$ cat config.mk
export PLATFORM = sky130hd
export DESIGN_NAME = mpmc11_cache_fill
export DESIGN_NICKNAME = d
export VERILOG_FILES = /design/src/rtl/mpmc11_pkg.sv /design/src/rtl/mpmc11_byte_parity.sv /design/src/rtl/mpmc11_cache_fill.sv
export SDC_FILE = /design/constraint.sdc
export NUM_CORES = 1
export LEC_CHECK = 0
export CAP_MARGIN = 5
export CORE_AREA = 2 2 250 252
export DETAILED_ROUTE_END_ITERATION = 6
export DIE_AREA = 0 0 252 254
export DONT_BUFFER_PORTS = 1
export SLEW_MARGIN = 20
export SYNTH_ARGS = -nofsm -noshare
export SYNTH_HDL_FRONTEND = slang
export SYNTH_SLANG_ARGS = --single-unit
$ cat constraint.sdc
create_clock -name clk -period 3 [get_ports clk]
set_input_delay 0.6 -clock clk [delete_from_list [all_inputs] [get_ports clk]]
set_output_delay 0.6 -clock clk [all_outputs]
set_load 0.05 [all_outputs]
$ cat src/rtl/mpmc11_pkg.sv
// Shared types and constants for the MPMC11 cache-fill path.
package mpmc11_pkg;

  localparam int unsigned MPMC11_LINE_BYTES = 32;

  typedef enum logic [3:0] {
    MC_IDLE     = 4'd0,
    PRESET0     = 4'd1,
    PRESET1     = 4'd2,
    PRESET2     = 4'd3,
    READ_CMD    = 4'd4,
    READ_DATA0  = 4'd5,
    READ_DATA1  = 4'd6,
    WRITE_DATA0 = 4'd7,
    WRITE_DATA1 = 4'd8,
    REFRESH     = 4'd9
  } mpmc11_state_t;

  typedef enum logic [1:0] {
    IDLE  = 2'd0,
    ARMED = 2'd1,
    FILL  = 2'd2,
    DONE  = 2'd3
  } mpmc11_fill_state_t;

endpackage

$ cat src/rtl/mpmc11_byte_parity.sv
// Combinational even parity per byte: bit i is the XOR of byte i of data.
module mpmc11_byte_parity #(
  parameter int unsigned LINE_W = 256
) (
  input  logic [LINE_W-1:0]   data,
  output logic [LINE_W/8-1:0] par
);

  for (genvar i = 0; i < LINE_W / 8; i++) begin : g_byte
    assign par[i] = ^data[8*i +: 8];
  end

endmodule

$ cat src/rtl/mpmc11_cache_fill.sv
// Captures memory read beats into cache line writes during a controller read burst.
// Optional byte parity output wpar is enabled with MPMC11_FILL_PARITY_EN.
module mpmc11_cache_fill
  import mpmc11_pkg::*;
#(
  parameter int unsigned LINE_W  = 256,
  parameter logic [7:0]  SAT_MAX = 8'hFF
) (
  input  logic                clk,
  input  logic                rst,
  input  mpmc11_state_t       state,
  input  logic                valid,
  input  logic [LINE_W-1:0]   rdata,
  input  logic [31:0]         addr,
  input  logic [7:0]          burst_len,
  output logic                wr,
  output logic [31:0]         wadr,
  output logic [LINE_W-1:0]   wdat,
  output logic [LINE_W/8-1:0] wsel,
  output logic                busy,
  output logic                fill_done,
  output logic [7:0]          beat_cnt,
  output logic [7:0]          discard_cnt
`ifdef MPMC11_FILL_PARITY_EN
  ,
  output logic [LINE_W/8-1:0] wpar
`endif
);

  localparam int unsigned OffW = $clog2(MPMC11_LINE_BYTES);

  mpmc11_fill_state_t fill_q, fill_d;
  logic [7:0]          len_q, len_d;
  logic [7:0]          beat_q, beat_d;
  logic [7:0]          discard_q;
  logic                wr_q, done_q;
  logic [31:0]         wadr_q;
  logic [LINE_W-1:0]   wdat_q;
  logic [LINE_W/8-1:0] wsel_q;
  logic                accept, last, discard;

  // Line-offset and top address bits are dropped when forming the line address.
  logic unused_addr;
  assign unused_addr = ^{addr[31:30], addr[OffW-1:0]};

  always_comb begin
    fill_d  = fill_q;
    len_d   = len_q;
    beat_d  = beat_q;
    accept  = 1'b0;
    last    = 1'b0;
    discard = 1'b0;
    case (fill_q)
      IDLE: begin
        discard = valid;
        if (state == PRESET2) begin
          fill_d = ARMED;
          len_d  = burst_len;
          beat_d = '0;
        end
      end
      ARMED: begin
        discard = valid;
        if (state == PRESET2) begin
          len_d  = burst_len;
          beat_d = '0;
        end else if (state == READ_DATA0) begin
          fill_d = FILL;
        end
      end
      FILL: begin
        // A new PRESET2 abandons the partial line; the beat in that cycle is dropped.
        if (state == PRESET2) begin
          fill_d  = ARMED;
          len_d   = burst_len;
          beat_d  = '0;
          discard = valid;
        end else if (valid) begin
          accept = 1'b1;
          beat_d = beat_q + 8'd1;
          if (beat_q == len_q) begin
            last   = 1'b1;
            fill_d = DONE;
          end
        end
      end
      DONE: begin
        discard = valid;
        if (state == PRESET2) begin
          fill_d = ARMED;
          len_d  = burst_len;
          beat_d = '0;
        end else begin
          fill_d = IDLE;
        end
      end
      default: fill_d = IDLE;
    endcase
  end

  always_ff @(posedge clk) begin
    if (rst) begin
      fill_q    <= IDLE;
      len_q     <= '0;
      beat_q    <= '0;
      discard_q <= '0;
      wr_q      <= 1'b0;
      done_q    <= 1'b0;
      wadr_q    <= '0;
      wdat_q    <= '0;
      wsel_q    <= '0;
    end else begin
      fill_q <= fill_d;
      len_q  <= len_d;
      beat_q <= beat_d;
      wr_q   <= accept;
      done_q <= last;
      if (discard && (discard_q < SAT_MAX)) begin
        discard_q <= discard_q + 8'd1;
      end
      if (accept) begin
        wadr_q <= {2'b00, addr[29:OffW], {OffW{1'b0}}};
        wdat_q <= rdata;
        wsel_q <= '1;
      end
    end
  end

`ifdef MPMC11_FILL_PARITY_EN
  logic [LINE_W/8-1:0] par_comb;
  logic [LINE_W/8-1:0] wpar_q;

  mpmc11_byte_parity #(
    .LINE_W(LINE_W)
  ) u_byte_parity (
    .data(rdata),
    .par (par_comb)
  );

  always_ff @(posedge clk) begin
    if (rst) begin
      wpar_q <= '0;
    end else if (accept) begin
      wpar_q <= par_comb;
    end
  end

  assign wpar = wpar_q;
`endif

  assign wr          = wr_q;
  assign wadr        = wadr_q;
  assign wdat        = wdat_q;
  assign wsel        = wsel_q;
  assign fill_done   = done_q;
  assign beat_cnt    = beat_q;
  assign discard_cnt = discard_q;
  assign busy        = (fill_q == ARMED) || (fill_q == FILL);

endmodule

# After elaboration in Yosys (flattened, before gate mapping)
# Index checks and enable logic that the tools add are counted.
[word_totals] in_bits=303 wordCells=55 register_bits=310 out_inout_bits=339
[classes] n_bitwise=2 muxes=20 reduce_logical=8 add_sub_neg=2 order_cmp=1 eq_ne=13
[ops] cell="8-bit two-way mux" n=5
[ops] cell="8-bit by 1-bit adder with 8-bit output, second input constant" n=2
[ops] cell="8-bit case mux with 2 select lines" n=1
[ops] cell="2-bit two-way mux" n=6
[ops] cell="8-bit equality test" n=1
[ops] cell="8-bit < comparator, second input constant" n=1
[ops] cell="2-bit case mux with 4 select lines" n=1
[ops] cell="4-bit OR reduction" n=2
[ops] cell="1-bit two-way mux" n=6
[ops] cell="2-bit inequality test, second input constant" n=3
[ops] cell="3-bit inequality test, second input constant" n=2
[ops] cell="5-bit AND reduction" n=1
[ops] cell="2-bit equality test, second input constant" n=2
[ops] cell="4-bit by 2-bit equality test with 1-bit output, second input constant" n=1
[ops] cell="4-bit by 3-bit equality test with 1-bit output, second input constant" n=1
[ops] cell="2-bit by 1-bit inequality test with 1-bit output, second input constant" n=2
[ops] cell="3-bit OR reduction" n=1
[ops] cell="2-bit by 1-bit equality test with 1-bit output, second input constant" n=1
[ops] cell="2-bit logical NOT" n=1
[ops] cell="1-bit NOT" n=2
[ops] cell="1-bit case mux with 2 select lines" n=1
[ops] cell="2-bit AND reduction" n=1
[ops] cell="1-bit logical AND" n=1
[ops] cell="1-bit logical OR" n=1

# Longest topological paths before layout
# Gate-level depths: netlist of run 1.
[logic_depth] depth_word=5 mapped_depth=8 depth_no_buf=7

# Worst setup path before layout of run 1
# Ideal clock, no wire load.
[synth_timing] path_type="register to output" from="register wsel[0] (netlist name)" to="output port wsel[10]" path_slack_ps=937 required_time_ps=2400 arrival_ps=1463 path_stages_with_launch=2 path_buffers=1 cell_sequence="dfxtp_1 > buf_4"
[synth_lines] element="to (decl)" line="mpmc11_cache_fill.sv:19" source="output logic [LINE_W/8-1:0] wsel,"
# No word-level cell between the ends.

# Final worst setup path of run 1
[layout_timing] from="register fill_q[0]" to="output port busy"
[layout_between] elab_chain_cells=2 word_cells_on_any_way=3 classes_between="2 x eq/ne; 1 x reduce/logical"
[layout_rtl] element="from (decl)" line="mpmc11_cache_fill.sv:32" source="mpmc11_fill_state_t fill_q, fill_d;"
[layout_rtl] element="from (signal assigned)" line="mpmc11_cache_fill.sv:113" source="fill_q <= fill_d;"
[layout_rtl] element="2-bit by 1-bit equality test with 1-bit output or 2-bit equality test (tied branches)" line="mpmc11_cache_fill.sv:158" source="assign busy = (fill_q == ARMED) || (fill_q == FILL);"
[layout_rtl] element="1-bit logical OR *" line="mpmc11_cache_fill.sv:158"
[layout_rtl] element="to (decl)" line="mpmc11_cache_fill.sv:20" source="output logic busy,"
# Every way passes the cells marked *; elsewhere a longest branch is shown, timed or not.

==> results of run 1 <==
[area by class of cell]
type / instances / area [sq um]
Clock buffer: 54 / 1140
Clock inverter: 11 / 201
Fill cell: 6548 / 46200
Inverter: 5 / 18.8
Multi-Input combinational cell: 974 / 6060
Sequential cell: 310 / 6210
Tap cell: 790 / 988
Timing Repair Buffer: 36 / 448
[cells in the final DEF, fill, tap and decap left out, types with 2 or more instances in the layout]
cell	Yosys	layout
nand3_1	6	6
clkbuf_8	0	11
nand4_1	3	3
a21oi_2	280	280
nor3b_1	2	2
dfxtp_1	310	309
nor2_1	25	24
or4_1	3	3
a21oi_1	14	14
clkbuf_16	0	39
xor2_1	13	13
inv_1	3	3
nor3_1	3	3
buf_4	38	23
buf_12	31	11
clkinv_4	0	2
bufinv_16	0	5
ha_1	7	7
xnor2_1	9	9
and3_1	2	2
clkbuf_1	57	4
inv_6	0	3
o21ai_1	3	3
conb_1	1	7
nand2_1	305	305
nor4_1	4	4
buf_16	0	2
nand2_2	280	280
[worst register-to-register path, delay by kind of cell, from the launching register on]
family / cells / cell delay (ns)
flip-flops: 1 / 0.33
adder cells (fa/ha/maj): 1 / 0.40
buffers and inverters: 3 / 0.65
AO/OA/AOI/OAI: 1 / 0.16
AND/OR/NAND/NOR: 3 / 0.63
[layer usage]
metal / global-route usage / routed length, microns / vias up
met5: 0 / 0 / -
met4: 0.0340 / 823 / 0
met3: 0.0431 / 3690 / 51
met2: 0.185 / 18700 / 399
met1: 0.122 / 14500 / 4400
li1: - / - / 4404
[kinds of logic after synthesis]
group                    count (synthesis)  share of synthesized area
adder cells (fa/ha/maj)                  7                    0.00652
flip-flops                             310                      0.462
AND/OR/NAND/NOR                        637                      0.236
AO/OA/AOI/OAI                          301                      0.191
other                                    1                   0.000279
buffers and inverters                  143                     0.0890
XOR/XNOR                                22                     0.0143
[sequential cells by signal, summed over array words and instances (netlist names)]
name,count
beat_cnt,8
fill_q,2
len_q,8
wadr,25
wdat,256
discard_cnt,8
wr,1
wsel,1
fill_done,1
[power groups by stage]
| stage | registers, mW | clock network (mW) | logic [mW] |
|---|---|---|---|
| detailed placement | 4.80 | 0 | 0.671 |
| CTS | 4.71 | 5.05 | 0.672 |
| finish | 4.71 | 4.89 | 0.665 |
| floorplan | 4.79 | 0 | 0.704 |
| global route | 4.72 | 5.24 | 0.721 |
| global placement | 4.80 | 0 | 0.655 |
[worst max path at each step]
stage | depth (start not counted) | startpoint | end | slack [ns]
finish | 2 | fill_q[0] | busy | 0.65
global route | 2 | fill_q[0] | busy | 0.50
CTS | 2 | fill_q[0] | busy | 0.60
detailed placement | 6 | state[3] | wdat[126] | 0.58
global placement | 6 | state[3] | wdat[134] | 0.64
floorplan | 1 | wsel[0] | wsel[10] | 0.94
[stage by stage]
stage / instance area [sq um] / hold slack [ns] / instances / setup WS (ns)
after CTS: 15100 / 0.106 / 2180 / 0.599
final: 15100 / 0.140 / 2180 / 0.650
after floorplan: 13500 / 0.448 / 1427 / 0.937
after global placement: 13700 / 0.461 / 2115 / 0.636
after global routing: 15100 / 0.0908 / 2180 / 0.501
after detailed placement: 13700 / 0.462 / 2115 / 0.584
==> reports/metrics.csv, run 1 <==
stage;metric;value;unit
logic_synthesis;Syn. warnings;0;
routing;drt via density;4.24;
critical_path;Slowest-stage cell, CP;ha_1;
cells_and_area;area grow syn2layout;12.2;%
place;HPWL after detailed placement;27200;microns
critical_path;kind of critical path;reg2out;
timing;# setup viols final;0;
timing;setup TNS;0;ns
logic_synthesis;flops & latches, synth;310;
logic_synthesis;Post-synth top cells;310 x dfxtp_1, 305 x nand2_1, 280 x a21oi_2, 280 x nand2_2, 57 x clkbuf_1;
timing;final hold violations;0;
routing;via count;9254;
critical_path;Register-to-Register Path Depth;8;
logic_synthesis;Top FF cell, synth;dfxtp_1;
routing;Initial DRT Pass Iterations;5;
critical_path;crit path DAT;1.75;ns
timing;Worst Max-Slew Pin Slew;0.785;ns
logic_synthesis;most common cell in the synthesized netlist;dfxtp_1;
critical_path;worst-path cell chain;clkinv_1 -> ha_1;
power_and_ir_drop;NetSw;2.75;mW
timing;RSZ-0062 raised after global routing;no;
timing;Final period util;0.783;
critical_path;CP bufs+invs;1;
clock_tree;Clock Tree Root;clkbuf_16;
global_route;all-layer global routing usage;0.108;
clock_tree;CTS H-tree lvls;2;
clock_tree;CTS tree;done;
global_route;first-pass GRT wire length;53900;microns
timing;Slew Limit Fails;0;
floorplanning;row count;91;
logic_synthesis;Synth top area share;0.462;
clock_tree;cts bufs inserted;38;
clock_tree;CTS resizes;0;
timing;Final min period;2.35;ns
cells_and_area;Core Util, Final;0.246;
logic_synthesis;top post-synthesis cells by area;dfxtp_1 46%, a21oi_2 18%, nand2_2 13%;
global_route;pin count of the biggest net entering global routing;304;
routing;Total Wirelength;37700;microns
power_and_ir_drop;leakage;4.39;nW
min_path;HP Class;in2reg;
critical_path;Worst setup EP type;output port;
min_path;Min-Delay Startpoint;rst;
clock_tree;Clock Pin Slew Worst Setup and Hold Paths;0.06;ns
floorplanning;initial core utilization;0.219;
routing;DRT iter0 DRCs;591;
cells_and_area;Inserted Diodes;0;
floorplanning;I/O pin count;642;
floorplanning;Die Ht;254;microns
timing;f_max;425;MHz
routing;wire per inst;17.3;microns
critical_path;reg2reg start;fill_q[0];
power_and_ir_drop;Sw Ratio;0.268;
job;maxcap violations;0;
place;number of I/O port buffers;0;
floorplanning;die width;252;microns
timing;Slew Limit Headroom;0.477;
floorplanning;DIE AREA;64000;sq um
clock_tree;Setup Fix Bufs, Post-CTS;0;
global_route;vias in the first global route;9070;
logic_synthesis;sequential area share after synthesis;0.462;
power_and_ir_drop;Pwr Total;10.3;mW
place;RePlAce Congestion;0.847;
logic_synthesis;Post-Synthesis Cell Area;13400;sq um
critical_path;Crit Path Max Fanout;6;
logic_synthesis;Post-synth EDFFs;0;
logic_synthesis;Post-synth ARST share;0;
logic_synthesis;post-synth top area cell;dfxtp_1;
power_and_ir_drop;sequential share of power;0.459;
clock_tree;CTS sink count;310;
timing;Worst Skew;0.0219;ns
critical_path;slowest stage delay, CP;0.65;ns
logic_synthesis;Avg Cell Area, Syn;9.45;sq um
logic_synthesis;Post-Syn Instances;1421;
power_and_ir_drop;clock share of power;0.476;
power_and_ir_drop;PD cells;681;nW/um^2
critical_path;R2R Path End;wdat[153];
routing;drc violations;0;
clock_tree;Clock Latency Late Sink;0.54;ns
outcome;status;finished, final reports clean;
min_path;hold path endpoint;wdat[160];
power_and_ir_drop;Max VDD drop;0.368;mV
routing;Detail Route Antenna Nets;0;
global_route;antenna violations before repair;0;
critical_path;Top delay family on crit path;adder cells;
floorplanning;core area;61300;sq um
cells_and_area;Final nets;1675;
cells_and_area;layout cells sized above 1;0.476;
logic_synthesis;post-synth cell types;35;
power_and_ir_drop;total internal power;7.52;mW
critical_path;startpoint types;flip-flop;
critical_path;Required @ worst endpoint;2.40;ns
min_path;Worst Hold Depth;1;
global_route;GRT overflow;0;
critical_path;Worst R2R Setup Slack;0.75;ns
power_and_ir_drop;Comb pwr share;0.065;
clock_tree;Hold-fix buffers, CTS;0;
clock_tree;maximum clock path buffer count;3;
(Power assumes the default switching activity.)
==> run 2, diff against run 1 <==
Settings changed: ABC_AREA from default to 1, CORE_AREA 2 2 250 252 to 2 2 253 255, DIE_AREA 0 0 252 254 to 0 0 255 257.
Clock period 3 ns to 2.1 ns, I/O delays scaled along.
==> reports/metrics.csv, run 2 <==
stage;metric;value;unit
critical_path;crit path DAT;1.71;ns
logic_synthesis;post-synth cell types;32;
logic_synthesis;Top FF cell, synth;dfxtp_1;
timing;final hold violations;0;
timing;f_max;469;MHz
floorplanning;die width;255;microns
outcome;failing checks;setup timing;
clock_tree;CTS tree;done;
global_route;first-pass GRT wire length;54900;microns
clock_tree;cts bufs inserted;34;
clock_tree;Clock Tree Root;clkbuf_16;
cells_and_area;layout cells sized above 1;0.0653;
power_and_ir_drop;Max VDD drop;0.599;mV
place;number of I/O port buffers;0;
critical_path;Worst R2R Setup Slack;0.17;ns
clock_tree;Clock Pin Slew Worst Setup and Hold Paths;0.06;ns
critical_path;Critical Path Sink;wsel[19];
routing;drt via density;4.12;
logic_synthesis;Post-Synthesis Cell Area;11500;sq um
routing;via count;10370;
critical_path;Crit Path Max Fanout;10;
timing;PnR worst setup slack;-0.0333;ns
job;maxcap violations;0;
floorplanning;initial core utilization;0.184;
power_and_ir_drop;sequential share of power;0.512;
floorplanning;core area;62700;sq um
power_and_ir_drop;clock share of power;0.377;
logic_synthesis;Post-synth EDFFs;0;
critical_path;Worst setup EP type;output port;
logic_synthesis;Post-synth top cells;580 x nor2_1, 310 x dfxtp_1, 295 x o21ai_0, 60 x nand2_1, 44 x buf_4;
logic_synthesis;Post-synth ARST share;0;
cells_and_area;max reg flops;256;
place;RePlAce Congestion;0.794;
critical_path;Required @ worst endpoint;1.68;ns
critical_path;slowest stage delay, CP;0.48;ns
clock_tree;CTS H-tree lvls;2;
critical_path;worst-path cell chain;buf_16 -> buf_16;
logic_synthesis;Avg Cell Area, Syn;7.82;sq um
routing;Detail Route Antenna Nets;0;
global_route;all-layer global routing usage;0.105;
critical_path;Register-to-Register Path Depth;8;
timing;# setup viols final;10;
timing;Final period util;1.02;
power_and_ir_drop;total internal power;10.5;mW
clock_tree;maximum clock path buffer count;3;
routing;DRT iter0 DRCs;740;
floorplanning;DIE AREA;65500;sq um
routing;Initial DRT Pass Iterations;7;
critical_path;startpoint types;flip-flop;
timing;final hold slack;0.0453;ns
logic_synthesis;Syn. warnings;0;
global_route;GRT overflow;0;
timing;Worst Max-Slew Pin Slew;0.691;ns
logic_synthesis;Synth top area share;0.539;
global_route;vias in the first global route;10273;
place;DP Worst Slack;0.220;ns
cells_and_area;Final nets;1955;
power_and_ir_drop;leakage;6.57;nW
clock_tree;Clock Latency Late Sink;0.53;ns
cells_and_area;commonest non-fill, non-tap cell in the layout;nor2_1;
floorplanning;Die Ht;257;microns
critical_path;reg2reg start;fill_q[0];
critical_path;most frequent CP cell;buf_16;
critical_path;Slowest-stage cell, CP;buf_16;
place;HPWL after detailed placement;24300;microns
routing;Total Wirelength;37400;microns
power_and_ir_drop;NetSw;5.30;mW
timing;Worst Skew;0.0105;ns
timing;RSZ-0062 raised after global routing;yes;
clock_tree;CTS sink count;310;
logic_synthesis;most common cell in the synthesized netlist;nor2_1;
cells_and_area;area grow syn2layout;35.1;%
timing;Slew Limit Headroom;0.538;
floorplanning;I/O pin count;642;
critical_path;kind of critical path;reg2out;
critical_path;R2R Path End;wdat[51];
power_and_ir_drop;Comb pwr share;0.111;
logic_synthesis;sequential area share after synthesis;0.539;
power_and_ir_drop;Sw Ratio;0.335;
routing;drc violations;0;
floorplanning;row count;92;
timing;Final min period;2.13;ns
global_route;pin count of the biggest net entering global routing;141;
cells_and_area;most frequent cells in the layout;580 x nor2_1, 309 x dfxtp_1, 295 x o21ai_0, 215 x dlygate4sd3_1, 60 x nand2_1;
logic_synthesis;post-synth top area cell;dfxtp_1;
timing;Slew Limit Fails;0;
logic_synthesis;flops & latches, synth;310;
critical_path;Worst Setup SP;wsel[0];
global_route;antenna violations before repair;5;
logic_synthesis;Post-Syn Instances;1473;
min_path;HP Class;in2reg;
logic_synthesis;top post-synthesis cells by area;dfxtp_1 54%, nor2_1 19%, o21ai_0 13%;
power_and_ir_drop;PD cells;1020;nW/um^2
outcome;status;finished, violations left;
routing;wire per inst;14.8;microns
==> run 2: changes by cell type in the layout (fill, tap and decap cells not counted), sizes merged, moves of 23 or more <==
| cell | previous run | this run |
|---|---|---|
| nor2 | 25 | 582 |
| dlygate4sd3 | 0 | 215 |
| inv | 7 | 30 |
| a21oi | 294 | 24 |
| o21ai | 3 | 296 |
| nand2 | 585 | 61 |
==> run 2: cell type report <==
cell class / instances / area (sq um)
Fill cell: 6645 / 47200
Inverter: 30 / 125
Multi-Input combinational cell: 1005 / 4340
Clock inverter: 7 / 62.6
Sequential cell: 310 / 6210
Clock buffer: 52 / 1040
Timing Repair Buffer: 264 / 2720
Antenna cell: 6 / 15.0
Tap cell: 846 / 1060
==> run 2: how the worst min path moves through the flow <==
stage	from	endpoint	cells after the start
CTS	rdata[132]	wdat[132]	2
global route	rdata[111]	wdat[111]	2
detailed placement	len_q[2]	len_q[2]	2
global placement	len_q[2]	len_q[2]	2
finish	rdata[132]	wdat[132]	2
floorplan	len_q[2]	len_q[2]	2
==> run 2: power by group through the flow <==
stage | clock network [mW] | logic [mW] | registers (mW)
after floorplan | 0 | 1.17 | 8.15
after global placement | 0 | 1.37 | 8.24
after detailed placement | 0 | 1.39 | 8.23
after CTS | 6.21 | 1.74 | 8.11
after global routing | 6.38 | 1.96 | 8.15
final | 5.97 | 1.76 | 8.12
==> run 2: layer usage <==
metal | up-vias | global-route usage | share of wire
li1 | 5011 | - | -
met1 | 4718 | 0.110 | 0.38
met2 | 519 | 0.182 | 0.47
met3 | 122 | 0.0322 | 0.088
met4 | 0 | 0.0642 | 0.055
met5 | - | 0 | 0
==> run 2: cells by family after synthesis <==
group                    count (synthesis)  share of synthesized area
flip-flops                             310                      0.539
XOR/XNOR                                 4                    0.00304
adder cells (fa/ha/maj)                  7                    0.00760
buffers and inverters                  164                     0.0871
AO/OA/AOI/OAI                          323                      0.141
AND/OR/NAND/NOR                        664                      0.223
other                                    1                   0.000325
==> run 2: metrics by stage <==
| step | std cells | setup TNS [ns] | total power [mW] | instance area [sq um] | utilization |
|---|---|---|---|---|---|
| floorplan | 1479 | 0 | 9.32 | 11500 | - |
| global placement | 2239 | 0 | 9.60 | 12300 | 0.196 |
| detailed placement | 2239 | 0 | 9.62 | 12300 | 0.196 |
| CTS | 2514 | -0.886 | 16.1 | 15500 | 0.248 |
| global route | 2520 | -1.14 | 16.5 | 15600 | 0.248 |
| finish | 2520 | -0.308 | 15.8 | 15600 | 0.248 |
==> run 2: worst max-delay path, delay by kind of cell (launching register included) <==
family	cells	cell delay [ns]
buffers and inverters	2	0.80
DFF	1	0.37
==> run 2: what timing repair did <==
item / in CTS / in global routing
setup endpoints to repair: 17 / 11
resized for setup: 2 / 2
hold buffers: 215 / 0
hold endpoints to repair: 227 / 0
buffers inserted: 1 / 0
==> run 3, diff against run 2 <==
--- a/constraint.sdc
+++ b/constraint.sdc
@@ -3,2 +3,2 @@
 set_output_delay 0.42 -clock clk [all_outputs]
-set_load 0.05 [all_outputs]
+set_load 0.1 [all_outputs]
==> reports/metrics.csv, run 3 (synthesized netlist as in run 2, its figures left out) <==
stage;metric;value;unit
global_route;vias in the first global route;10909;
cells_and_area;Final nets;2208;
clock_tree;cts bufs inserted;36;
floorplanning;DIE AREA;65500;sq um
cells_and_area;area grow syn2layout;51.5;%
critical_path;startpoint types;flip-flop;
critical_path;Required @ worst endpoint;1.68;ns
clock_tree;CTS H-tree lvls;2;
timing;Final min period;2.85;ns
critical_path;Worst R2R Setup Slack;0.17;ns
routing;wire per inst;14.6;microns
routing;via count;11165;
place;HPWL after detailed placement;27100;microns
floorplanning;row count;92;
timing;final hold slack;0.0371;ns
routing;drc violations;0;
power_and_ir_drop;PD cells;1060;nW/um^2
timing;Final period util;1.36;
timing;RSZ-0062 raised after global routing;yes;
timing;Slew Limit Headroom;0.347;
clock_tree;maximum clock path buffer count;3;
critical_path;worst-path cell chain;buf_16 -> buf_16;
floorplanning;I/O pin count;642;
cells_and_area;Final Cell Area;17500;sq um
timing;Worst Skew;0.00980;ns
cells_and_area;Finished Layout Cells;2770;
critical_path;crit path DAT;2.43;ns
floorplanning;core area;62700;sq um
power_and_ir_drop;Max VDD drop;0.740;mV
place;Placed Cells;2533;
critical_path;Register-to-Register Path Depth;9;
routing;DRT iter0 DRCs;707;
timing;Slew Limit Fails;0;
floorplanning;die width;255;microns
cells_and_area;# fillers;6569;
global_route;GRT overflow;0;
critical_path;kind of critical path;reg2out;
critical_path;R2R Path End;wdat[74];
timing;PnR worst setup slack;-0.754;ns
outcome;failing checks;setup timing;
timing;f_max;350;MHz
clock_tree;CTS tree;done;
clock_tree;CTS sink count;310;
place;Cell Area, Placed;14500;sq um
critical_path;Worst setup EP type;output port;
timing;# setup viols final;32;
global_route;pin count of the biggest net entering global routing;88;
critical_path;most frequent CP cell;buf_16;
cells_and_area;area occupied by registers;6210;sq um
routing;Total Wirelength;40400;microns
place;number of I/O port buffers;0;
routing;drt via density;4.03;
critical_path;reg2reg start;fill_q[0];
min_path;Min-Delay Startpoint;addr[10];
routing;Initial DRT Pass Iterations;5;
timing;Worst Max-Slew Pin Slew;0.978;ns
cells_and_area;max reg flops;256;
outcome;status;finished, violations left;
floorplanning;initial core utilization;0.184;
global_route;antenna violations before repair;4;
cells_and_area;commonest non-fill, non-tap cell in the layout;nor2_1;
power_and_ir_drop;leakage;8.05;nW
routing;Detail Route Antenna Nets;0;
place;RePlAce Congestion;0.825;
global_route;first-pass GRT wire length;57800;microns
min_path;hold path endpoint;wadr[10];
global_route;all-layer global routing usage;0.110;
clock_tree;Clock Pin Slew Worst Setup and Hold Paths;0.05;ns
critical_path;Crit Path Max Fanout;14;
clock_tree;Clock Latency Late Sink;0.54;ns
cells_and_area;most frequent cells in the layout;580 x nor2_1, 326 x buf_4, 307 x dfxtp_1, 295 x o21ai_0, 169 x dlygate4sd3_1;
cells_and_area;footprint of the multi-input gates;4340;sq um
min_path;Worst Hold Depth;2;
cells_and_area;Core Util, Final;0.278;
timing;final hold violations;0;
critical_path;slowest stage delay, CP;0.97;ns
critical_path;Slowest-stage cell, CP;buf_16;
min_path;HP Class;in2reg;
floorplanning;Die Ht;257;microns
job;maxcap violations;0;
clock_tree;Clock Tree Root;clkbuf_16;
cells_and_area;layout cells sized above 1;0.217;
timing;setup TNS;-10.06;ns
## run 3: final cells by class
class                           instances  share of cell area
Antenna cell                            2            0.000287
Clock buffer                           48              0.0618
Clock inverter                         14             0.00523
Inverter                               30             0.00717
Multi-Input combinational cell       1005               0.248
Sequential cell                       310               0.356
Tap cell                              846              0.0606
Timing Repair Buffer                  515               0.261
## run 3: layer usage
layer,routed length (microns),share of wire,GRT usage
met5,13,0.00032,0
met3,3040,0.075,0.0306
met2,19800,0.49,0.195
met1,15700,0.39,0.118
met4,1830,0.045,0.0599
## run 3: how the worst max path moves through the flow
stage                              start             end  slack, ns  depth (start not counted)
after floorplan           discard_cnt[3]  discard_cnt[2]      0.003                          7
after global placement           wsel[0]         wsel[9]      -0.33                          2
after detailed placement         wsel[0]         wsel[9]      -0.33                          2
after CTS                        wsel[0]         wsel[9]      -0.80                          2
after global routing             wsel[0]        wsel[30]      -0.82                          2
final                            wsel[0]        wsel[29]      -0.75                          2
## run 3: worst max-delay path, delay by kind of cell, from the launching register on
family	cells	cell delay (ns)
buffers and inverters	2	1.49
flip-flops	1	0.36
## run 3: what timing repair did
action                                 4_1_cts  5_1_grt
pin swaps                                    0        1
setup buffers                                1        1
cloned                                       0        2
setup endpoints to repair                   32       42
gates resized for setup                      2        3
hold buffers                               169        0
endpoints found under the hold margin      181        0
## run 3: power breakdown
part,total (mW),switching (mW),internal (mW)
clock,6.12,2.50,3.61
combinational,5.88,4.71,1.17
sequential,6.48,0.150,6.33
total,18.5,7.36,11.1
## run 3: through the flow
step	total power, mW	setup slack (ns)
final	18.5	-0.754
after floorplan	11.2	0.00330
after global routing	19.2	-0.818
after detailed placement	12.2	-0.332
after global placement	12.1	-0.327
after CTS	18.6	-0.798
